### src/rtl/peak_readout_pkg.sv
// Shared definitions for the peak readout controller: state codes, host register
// addresses, signature bytes and default widths.
package peak_readout_pkg;

    localparam int DEF_PEAKS      = 6;
    localparam int DEF_FREQ_WIDTH = 8;
    localparam int DEF_AMPL_WIDTH = 24;
    localparam int DEF_TIME_WIDTH = 32;

    typedef logic [1:0] state_t;
    localparam state_t IDLE           = 2'd0;
    localparam state_t LOCKED         = 2'd1;
    localparam state_t LOCKED_PENDING = 2'd2;

    localparam logic [7:0] ADDR_STATUS  = 8'hF0;
    localparam logic [7:0] ADDR_LOCK    = 8'hF1;
    localparam logic [7:0] ADDR_OVERRUN = 8'hF2;
    localparam logic [7:0] ADDR_SEQ     = 8'hF3;
    localparam logic [7:0] ADDR_SIG     = 8'hF8;

    localparam logic [0:7][7:0] SIGNATURE = {8'd42, 8'd53, 8'd84, 8'd71,
                                             8'd7,  8'd25, 8'd48, 8'd96};

endpackage

### src/rtl/peak_bank.sv
// One snapshot bank: loads a full snapshot on load, and presents the byte at
// the host address combinationally.
module peak_bank
    import peak_readout_pkg::*;
#(
    parameter int PEAKS      = DEF_PEAKS,
    parameter int FREQ_WIDTH = DEF_FREQ_WIDTH,
    parameter int AMPL_WIDTH = DEF_AMPL_WIDTH,
    parameter int TIME_WIDTH = DEF_TIME_WIDTH
) (
    input  logic                          clk,
    input  logic                          reset,
    input  logic                          load,
    input  logic [TIME_WIDTH-1:0]         counter_in,
    input  logic [PEAKS*FREQ_WIDTH-1:0]   freqs_in,
    input  logic [PEAKS*AMPL_WIDTH-1:0]   amplitudes_in,
    input  logic [7:0]                    address,
    output logic [7:0]                    rdata
);

    logic [TIME_WIDTH-1:0]       counter_q;
    logic [PEAKS*FREQ_WIDTH-1:0] freqs_q;
    logic [PEAKS*AMPL_WIDTH-1:0] amps_q;
    logic [31:0]                 cnt32;
    logic [PEAKS-1:0][23:0]      amp24;
    int                          ai;

    always_ff @(posedge clk or negedge reset) begin
        if (!reset) begin
            counter_q <= '0;
            freqs_q   <= '0;
            amps_q    <= '0;
        end else if (load) begin
            counter_q <= counter_in;
            freqs_q   <= freqs_in;
            amps_q    <= amplitudes_in;
        end
    end

    assign cnt32 = 32'(counter_q);
    assign ai    = int'(address);

    // Each peak occupies a 4-byte slot starting at 10: a zero pad byte, then 3 amplitude bytes.
    always_comb begin
        rdata = 8'h00;
        for (int k = 0; k < PEAKS; k++) begin
            amp24[k] = 24'(amps_q[k*AMPL_WIDTH +: AMPL_WIDTH]);
        end
        if (ai < 4) begin
            rdata = cnt32[8*(3-ai) +: 8];
        end
        for (int k = 0; k < PEAKS; k++) begin
            if (ai == 4 + k)       rdata = 8'(freqs_q[k*FREQ_WIDTH +: FREQ_WIDTH]);
            if (ai == 11 + 4*k)    rdata = amp24[k][23:16];
            if (ai == 12 + 4*k)    rdata = amp24[k][15:8];
            if (ai == 13 + 4*k)    rdata = amp24[k][7:0];
        end
    end

endmodule

### src/rtl/peak_readout_ctrl.sv
// Double-buffered peak snapshot readout with host lock/release handshake and
// a byte-addressed register map.
module peak_readout_ctrl
    import peak_readout_pkg::*;
#(
    parameter int PEAKS      = DEF_PEAKS,
    parameter int FREQ_WIDTH = DEF_FREQ_WIDTH,
    parameter int AMPL_WIDTH = DEF_AMPL_WIDTH,
    parameter int TIME_WIDTH = DEF_TIME_WIDTH
) (
    input  logic                        clk,
    input  logic                        reset,
    input  logic                        valid_in,
    input  logic [TIME_WIDTH-1:0]       counter_in,
    input  logic [PEAKS*FREQ_WIDTH-1:0] freqs_in,
    input  logic [PEAKS*AMPL_WIDTH-1:0] amplitudes_in,
    input  logic                        chipselect,
    input  logic                        write,
    input  logic [7:0]                  address,
    input  logic [7:0]                  writedata,
    output logic [7:0]                  readdata,
    output logic                        snapshot_ready
);

    state_t     state, state_n;
    logic       front_sel;
    logic       swap, ovr_inc;
    logic       host_wr, lock_wr, release_wr;
    logic [7:0] overrun, seq;
    logic [7:0] rdata0, rdata1, front_rdata, rd_n;

    // front_sel names the bank the host reads; captures always go to the other one.
    peak_bank #(.PEAKS(PEAKS), .FREQ_WIDTH(FREQ_WIDTH), .AMPL_WIDTH(AMPL_WIDTH),
                .TIME_WIDTH(TIME_WIDTH)) u_bank0 (
        .clk(clk), .reset(reset), .load(valid_in && front_sel),
        .counter_in(counter_in), .freqs_in(freqs_in), .amplitudes_in(amplitudes_in),
        .address(address), .rdata(rdata0)
    );

    peak_bank #(.PEAKS(PEAKS), .FREQ_WIDTH(FREQ_WIDTH), .AMPL_WIDTH(AMPL_WIDTH),
                .TIME_WIDTH(TIME_WIDTH)) u_bank1 (
        .clk(clk), .reset(reset), .load(valid_in && !front_sel),
        .counter_in(counter_in), .freqs_in(freqs_in), .amplitudes_in(amplitudes_in),
        .address(address), .rdata(rdata1)
    );

    assign front_rdata = front_sel ? rdata1 : rdata0;
    assign host_wr     = chipselect && write && (address == ADDR_LOCK);
    assign lock_wr     = host_wr && (writedata == 8'h01);
    assign release_wr  = host_wr && (writedata == 8'h00);

    // A capture in the same cycle as a release is taken first, so it is the one swapped in.
    always_comb begin
        state_n = state;
        swap    = 1'b0;
        ovr_inc = 1'b0;
        case (state)
            IDLE: begin
                swap = valid_in;
                if (lock_wr) state_n = LOCKED;
            end
            LOCKED: begin
                if (release_wr) begin
                    state_n = IDLE;
                    swap    = valid_in;
                end else if (valid_in) begin
                    state_n = LOCKED_PENDING;
                end
            end
            LOCKED_PENDING: begin
                ovr_inc = valid_in;
                if (release_wr) begin
                    state_n = IDLE;
                    swap    = 1'b1;
                end
            end
            default: state_n = IDLE;
        endcase
    end

    always_comb begin
        rd_n = 8'h00;
        if (address >= ADDR_SIG)          rd_n = SIGNATURE[address[2:0]];
        else if (address == ADDR_STATUS)  rd_n = {6'b0, state != IDLE, snapshot_ready};
        else if (address == ADDR_LOCK)    rd_n = {6'b0, state};
        else if (address == ADDR_OVERRUN) rd_n = overrun;
        else if (address == ADDR_SEQ)     rd_n = seq;
        else if (address < ADDR_STATUS)   rd_n = front_rdata;
    end

    always_ff @(posedge clk or negedge reset) begin
        if (!reset) begin
            state          <= IDLE;
            front_sel      <= 1'b0;
            snapshot_ready <= 1'b0;
            overrun        <= 8'h00;
            seq            <= 8'h00;
            readdata       <= 8'h00;
        end else begin
            state     <= state_n;
            front_sel <= front_sel ^ swap;
            if (lock_wr && state == IDLE) snapshot_ready <= 1'b0;
            else if (swap)                snapshot_ready <= 1'b1;
            if (swap) seq <= seq + 8'd1;
            if (ovr_inc && overrun != 8'hFF) overrun <= overrun + 8'd1;
            readdata <= rd_n;
        end
    end

endmodule
### config.mk
export PLATFORM = sky130hd
export DESIGN_NAME = peak_readout_ctrl
export DESIGN_NICKNAME = d
export VERILOG_FILES = /design/src/rtl/peak_readout_pkg.sv /design/src/rtl/peak_bank.sv /design/src/rtl/peak_readout_ctrl.sv
export SDC_FILE = /design/constraint.sdc
export NUM_CORES = 1
export LEC_CHECK = 0
export CORE_UTILIZATION = 51
export CTS_CLUSTER_DIAMETER = 200
export DETAILED_ROUTE_END_ITERATION = 8
export PLACE_DENSITY = 0.81
export REMOVE_ABC_BUFFERS = 1
export SLEW_MARGIN = 30
export SYNTH_ARGS = -nofsm -noshare
export SYNTH_HDL_FRONTEND = slang
export SYNTH_SLANG_ARGS = --single-unit
### constraint.sdc
create_clock -name clk -period 2.1 [get_ports clk]
set_input_delay 0.525 -clock clk [delete_from_list [all_inputs] [get_ports clk]]
set_output_delay 0.525 -clock clk [all_outputs]
set_load 0.05 [all_outputs]
==> metrics, run 1 <==
critical path depth=12; row count=77; clock buffer depth=3; fillcell total=2,838; FF-to-FF setup slack=-0.17 ns; Initial Utilization=51.7%; met3 usage=6.00%; Placement Setup Slack=-2.08 ns; layout cell share with drive strength beyond 1=50.1%; pin count of the biggest net entering global routing=64; Seq cells post-synth=476; Placed Area=29,400 um2; Final setup viols=8; Reg2Reg Depth=8; nature of the critical path startpoint=input pin; CTS root buffer=clkbuf_16; I/O Buffers=253; reg-to-reg startpoint=u_bank1.cnt32[1]; Die Footprint=45,600 um2; maximum VDD drop=0.832 mV; RSZ-0062 raised after global routing=true; Least-Margin Pin Slew=0.820 ns; asr flop ratio synth=100%; sequential area share after synthesis=52.2%; Netlist cell types=89; GR Util met2=64.0%; # IOs=254; core area=44,100 um2; worst hold path class=reg -> reg; Skew-Pair Late Insertion Delay=0.59 ns; Detailed Place HPWL=67.3 mm; Finished Cell Area=33,400 um2; post-synthesis cell count=1,830; period utilization=119%; setup TNS=-2.59 ns; Register Area=11,900 um2; first-pass GRT wire length=129 mm; footprint of the multi-input gates=11,700 um2; RD Place Congestion=1.03; crit path launch=address[6]; WL/cell=28.0 um; Avg Inst Size Synth=12.5 um2; critical path required time=2.59 ns; grt peak-use layer=met2; H-tree levels=2; FMAX=0.400 GHz; Critical Path AT=2.99 ns; via/cell ratio=6.26; Slew HR=44.9%; ant diodes=0; yosys warns=0; routed via count=19,800; Die H=213 um; failing checks=negative setup slack; clock-pin slew on the worst setup and hold paths=0.06 ns; synthesis-to-layout area growth=46.3%; CP cell instances=buf_12 -> buf_12 -> or4b_4 -> buf_4 -> nor2_4 -> buf_4 -> buf_6 -> a211oi_4 -> a211o_4 -> nor4_4 -> a21oi_2 -> o31ai_2; P_leak=14.2 nW; CTS tree=yes; synthesized area=22,800 um2; Final Skew=0.0140 ns; Slew Viols, Final=0; final hold violation count=0; total gr overflow=0; CP top delay family=simple AND/OR/NAND/NOR gates; Hold Path Depth=1; crit end category=register; Routed Antenna Nets=0; drt first pass iters=6; hold path start=seq[7]; status=complete, but fails checks; CTS Buf Count=48; PD cells=1130 nW/um2; Worst Path Max Fanout=6; Worst Setup Slack, final=-0.398 ns; initial antenna violation count=0; number of flops mapped to enable cells by yosys=0; Crit Path Category=in -> reg; delay of the slowest critical-path stage=0.59 ns; M1 GR Usage=51.4%; Final min period=2.50 ns; MaxCap Viol Count=0; CTS sink cnt=476; drt drc=0; Total GRT Usage=38.9%; Buf/Inv on CP=5; vias in the first global route=20,400; nets=2,789; Routed WL=88.6 mm; Synth Flop Type=dfrtp_1; slowest cell on the critical path=or4b_4; chip width=213 um; initial DRC count=1,990
-- state kept, by name, summed over array words and instances, names as in the netlist, 8 cells and up --
register and count:
u_bank0.cnt32 32, u_bank1.freqs_q 48, u_bank0.amp24 144, u_bank0.freqs_q 48, seq 8, u_bank1.cnt32 32
u_bank1.amp24 144, readdata 8, overrun 8
-- repair_timing --
| item | in CTS | in global routing |
|---|---|---|
| hold buffers | 1 | 0 |
| setup buffers | 50 | 36 |
| endpoints found under the setup margin | 21 | 14 |
| hold endpoints to repair | 39 | 0 |
| pin swaps | 86 | 59 |
| cloned | 2 | 0 |
| resized for setup | 321 | 88 |
-- final cells by class --
type,instances,share of cell area [%]
Clock buffer,72,4.38
Clock inverter,14,0.615
Inverter,12,0.203
Multi-Input combinational cell,1223,35.0
Sequential cell,476,35.7
Tap cell,592,2.22
Timing Repair Buffer,772,21.9
-- where the power goes --
part	internal, W	switching (W)	total [W]
clock network	0.00542	0.00366	0.00908
registers	0.0138	0.00382	0.0176
logic	0.00654	0.00437	0.0109
total	0.0257	0.0119	0.0376
-- kinds of logic (layout without fill, tap and decap cells) --
kind of cell               after synthesis  count (layout)  share of synthesized area (%)
buffers and inverters                  131             870                           2.41
xor gates and xnor gates                15              15                          0.576
and+or+nand+nor                        345             345                           8.12
DFF                                    476             476                           52.2
muxes                                  466             466                           23.8
adders and majority gates               11              11                          0.603
AOI/OAI and AO/OA                      386             386                           12.3
-- Yosys cell counts (5+ instances only) --
cell type | n | share of area (%)
or3_1 | 14 | 0.38
a21oi_1 | 61 | 1.3
a31oi_1 | 11 | 0.30
nand3_1 | 45 | 0.99
and3_1 | 11 | 0.30
ha_1 | 11 | 0.60
nor2b_1 | 7 | 0.19
nand4_1 | 7 | 0.19
a211o_1 | 9 | 0.35
nor2_1 | 63 | 1.0
nor4b_1 | 6 | 0.23
or4_1 | 7 | 0.23
a211oi_1 | 22 | 0.72
nand2_1 | 71 | 1.2
o221ai_1 | 17 | 0.65
a22o_1 | 10 | 0.38
a32oi_1 | 6 | 0.23
buf_1 | 8 | 0.13
xnor2_1 | 11 | 0.42
and2_1 | 11 | 0.30
nand2b_1 | 7 | 0.19
clkbuf_1 | 80 | 1.3
a22oi_1 | 21 | 0.69
mux4_2 | 16 | 1.6
o2111ai_1 | 6 | 0.23
buf_2 | 26 | 0.57
dfrtp_1 | 476 | 52
nor3_1 | 47 | 1.0
a21o_1 | 5 | 0.16
o22ai_1 | 33 | 0.91
o31ai_1 | 11 | 0.36
inv_1 | 12 | 0.20
nor4_1 | 8 | 0.22
o21ai_0 | 52 | 1.1
nor2_2 | 12 | 0.33
a221oi_1 | 34 | 1.3
a2111oi_0 | 10 | 0.38
mux2_2 | 446 | 22
o211ai_1 | 16 | 0.53
o22a_1 | 6 | 0.23
a221o_1 | 9 | 0.40
-- through the flow --
stage	total power [W]	utilization, %	instances	hold WS (ns)
final	0.0376	75.6	3161	0.491
after floorplan	0.0192	-	1711	0.229
after global routing	0.0388	75.6	3161	0.509
after detailed placement	0.0276	66.6	2996	0.479
after CTS	0.0373	74.2	3131	0.492
after global placement	0.0269	66.6	2996	0.478
-- cells in the final DEF (no fill, tap or decap), types with 47 or more instances in the layout --
cell,synthesis,routed
buf_4,3,415
nor2_1,63,53
a21oi_1,61,52
clkbuf_16,0,49
mux2_2,446,446
dfrtp_1,476,476
nand2_1,71,53
buf_12,0,47
clkdlybuf4s50_1,0,235
buf_6,2,63
-- path summary, 6_finish.rpt --
path                                 endpoint
max                               readdata[0]
min                                    seq[7]
max reg2reg                       readdata[1]
min reg2reg                            seq[7]
max in group asynchronous   u_bank0.amp24[75]
min in group asynchronous  u_bank0.amp24[116]
-- metal layers --
metal	routed length (um)	part of all wire, %	up-vias
met5	0	0	-
met4	4300	4.9	0
met3	6710	7.6	241
met2	42100	47	1087
met1	35500	40	10100
li1	-	-	8399
Note: power is estimated with default switching activity, not from simulation.
==> inputs of run 2 (changes only) <==
--- a/config.mk
+++ b/config.mk
@@ -8,9 +8,10 @@
 export CORE_UTILIZATION = 51
 export CTS_CLUSTER_DIAMETER = 200
 export DETAILED_ROUTE_END_ITERATION = 8
-export PLACE_DENSITY = 0.81
+export PLACE_DENSITY = 0.76
 export REMOVE_ABC_BUFFERS = 1
 export SLEW_MARGIN = 30
 export SYNTH_ARGS = -nofsm -noshare
 export SYNTH_HDL_FRONTEND = slang
 export SYNTH_SLANG_ARGS = --single-unit
+export TNS_END_PERCENT = 5
==> metrics, run 2 (same netlist as run 1, synthesis figures left out) <==
row count=77; maximum VDD drop=0.867 mV; total gr overflow=0; overall power=0.0369 W; CP cell instances=buf_4 -> buf_4 -> ha_4 -> buf_4 -> nand2_4 -> buf_4 -> nor2_4 -> buf_4 -> nor3_1 -> nand4_1 -> a311oi_2 -> o211a_1 -> o31ai_2; most used cell, CP=buf_4; most frequent cells in the layout=476 x dfrtp_1, 446 x mux2_2, 425 x buf_4, 235 x clkdlybuf4s50_1, 57 x nand2_1; initial antenna violation count=1; drt first pass iters=6; CTS Buf Count=48; first-pass GRT wire length=131 mm; critical path required time=2.58 ns; Worst Setup Slack, final=-0.387 ns; routed length on met1=36.1 mm; Reg2Reg Depth=6; routed via count=19,500; Total GRT Usage=39.5%; PD cells=1130 nW/um2; synthesis-to-layout area growth=42.7%; Slew HR=57.8%; Routed WL=88.5 mm; chip width=213 um; core area=44,100 um2; crit end category=register; initial DRC count=2,208; CTS sink cnt=476; Slew Viols, Final=0; final core occ=73.8%; fillcell total=3,041; period utilization=118%; clock buffer depth=3; Die Footprint=45,600 um2; P_leak=13.8 nW; Final Skew=0.0220 ns; pin count of the biggest net entering global routing=51; Critical Path AT=2.97 ns; failing checks=negative setup slack; Max Used Layer=met4; Final setup viols=10; met3 wire len=6.05 mm; status=complete, but fails checks; Detailed Place HPWL=68.1 mm; FF-to-FF setup slack=-0.10 ns; reg-to-reg startpoint=u_bank1.cnt32[1]; drt drc=0; RD Place Congestion=1.08; MaxCap Viol Count=0; nets=2,761; crit path launch=address[0]; Worst Path Max Fanout=12; nature of the critical path startpoint=input pin; slowest cell on the critical path=a311oi_2; via/cell ratio=6.23; Crit Path Category=in -> reg; CTS root buffer=clkbuf_16; CTS tree=yes; WL/cell=28.2 um; Worst Setup EP=readdata[0]; delay of the slowest critical-path stage=0.43 ns; final hold violation count=0; Routed Antenna Nets=0; FMAX=0.402 GHz; worst hold path class=in -> async; Die H=213 um; layout cell share with drive strength beyond 1=48.0%; commonest non-fill, non-tap cell in the layout=dfrtp_1; # IOs=254; Initial Utilization=51.7%; clock-pin slew on the worst setup and hold paths=0.06 ns; I/O Buffers=253; RSZ-0062 raised after global routing=true; Reg-to-Reg End=readdata[1]; Final min period=2.49 ns; H-tree levels=2; vias in the first global route=20,600; Least-Margin Pin Slew=0.627 ns; Skew-Pair Late Insertion Delay=0.60 ns; Routed met2 length=42.6 mm
## run 2: metrics by stage
| step | cell area, um2 | hold WS, ns | std cells | setup WS (ns) | setup TNS [ns] |
|---|---|---|---|---|---|
| after floorplan | 22300 | 0.229 | 1711 | -9.49 | -3016.79 |
| after global placement | 29400 | 0.449 | 2997 | -1.85 | -61.14 |
| after detailed placement | 29400 | 0.449 | 2997 | -1.86 | -67.60 |
| after CTS | 32200 | 0.447 | 3120 | -0.385 | -2.61 |
| after global routing | 32500 | 0.461 | 3132 | -0.444 | -3.29 |
| final | 32600 | 0.435 | 3133 | -0.387 | -2.69 |
## run 2: how the worst min path moves through the flow
| stage | slack [ns] | depth (start not counted) | end | start |
|---|---|---|---|---|
| CTS | 0.45 | 2 | u_bank1.freqs_q[22] | reset |
| floorplan | 0.23 | 0 | front_sel | reset |
| detailed placement | 0.45 | 1 | u_bank0.amp24[93] | reset |
| finish | 0.43 | 2 | u_bank0.freqs_q[22] | reset |
| global route | 0.46 | 2 | u_bank1.amp24[92] | reset |
| global placement | 0.45 | 1 | u_bank0.amp24[93] | reset |
## run 2: layout make-up
cell class,instances,area (um2),area share [%]
multi-input cells,1223,11400,34.9
flip-flops and latches,476,11900,36.6
clock inverters,16,221,0.680
diodes,1,2.50,0.00769
inverters,12,55.1,0.169
clock buffers,69,1380,4.24
well taps,592,741,2.28
repair buffers,744,6870,21.1
## run 2: critical path: cells and delay by family
kind	cells	cell delay (ns)
AO/OA/AOI/OAI	3	0.76
buffers and inverters	5	0.82
AND/OR/NAND/NOR	4	0.67
adder cells (fa/ha/maj)	1	0.18
## run 2: repair_timing
action / 4_1_cts / 5_1_grt
gates resized for setup: 249 / 65
buffers inserted: 42 / 17
endpoints found under the hold margin: 31 / 0
pin swaps: 57 / 44
endpoints found under the setup margin: 21 / 15
hold buffers: 1 / 0
## run 2: per-layer routing
metal	track usage, %	up-vias
met5	0	-
met4	15.4	0
met3	4.99	201
met2	66.0	976
met1	52.4	10000
li1	-	8332
## run 2: power by group
part / switching (W) / total [W] / internal [W] / leakage (nW)
Sequential: 0.00380 / 0.0176 / 0.0138 / 5.60
Clock: 0.00366 / 0.00884 / 0.00518 / 0.783
Combinational: 0.00418 / 0.0105 / 0.00630 / 7.39
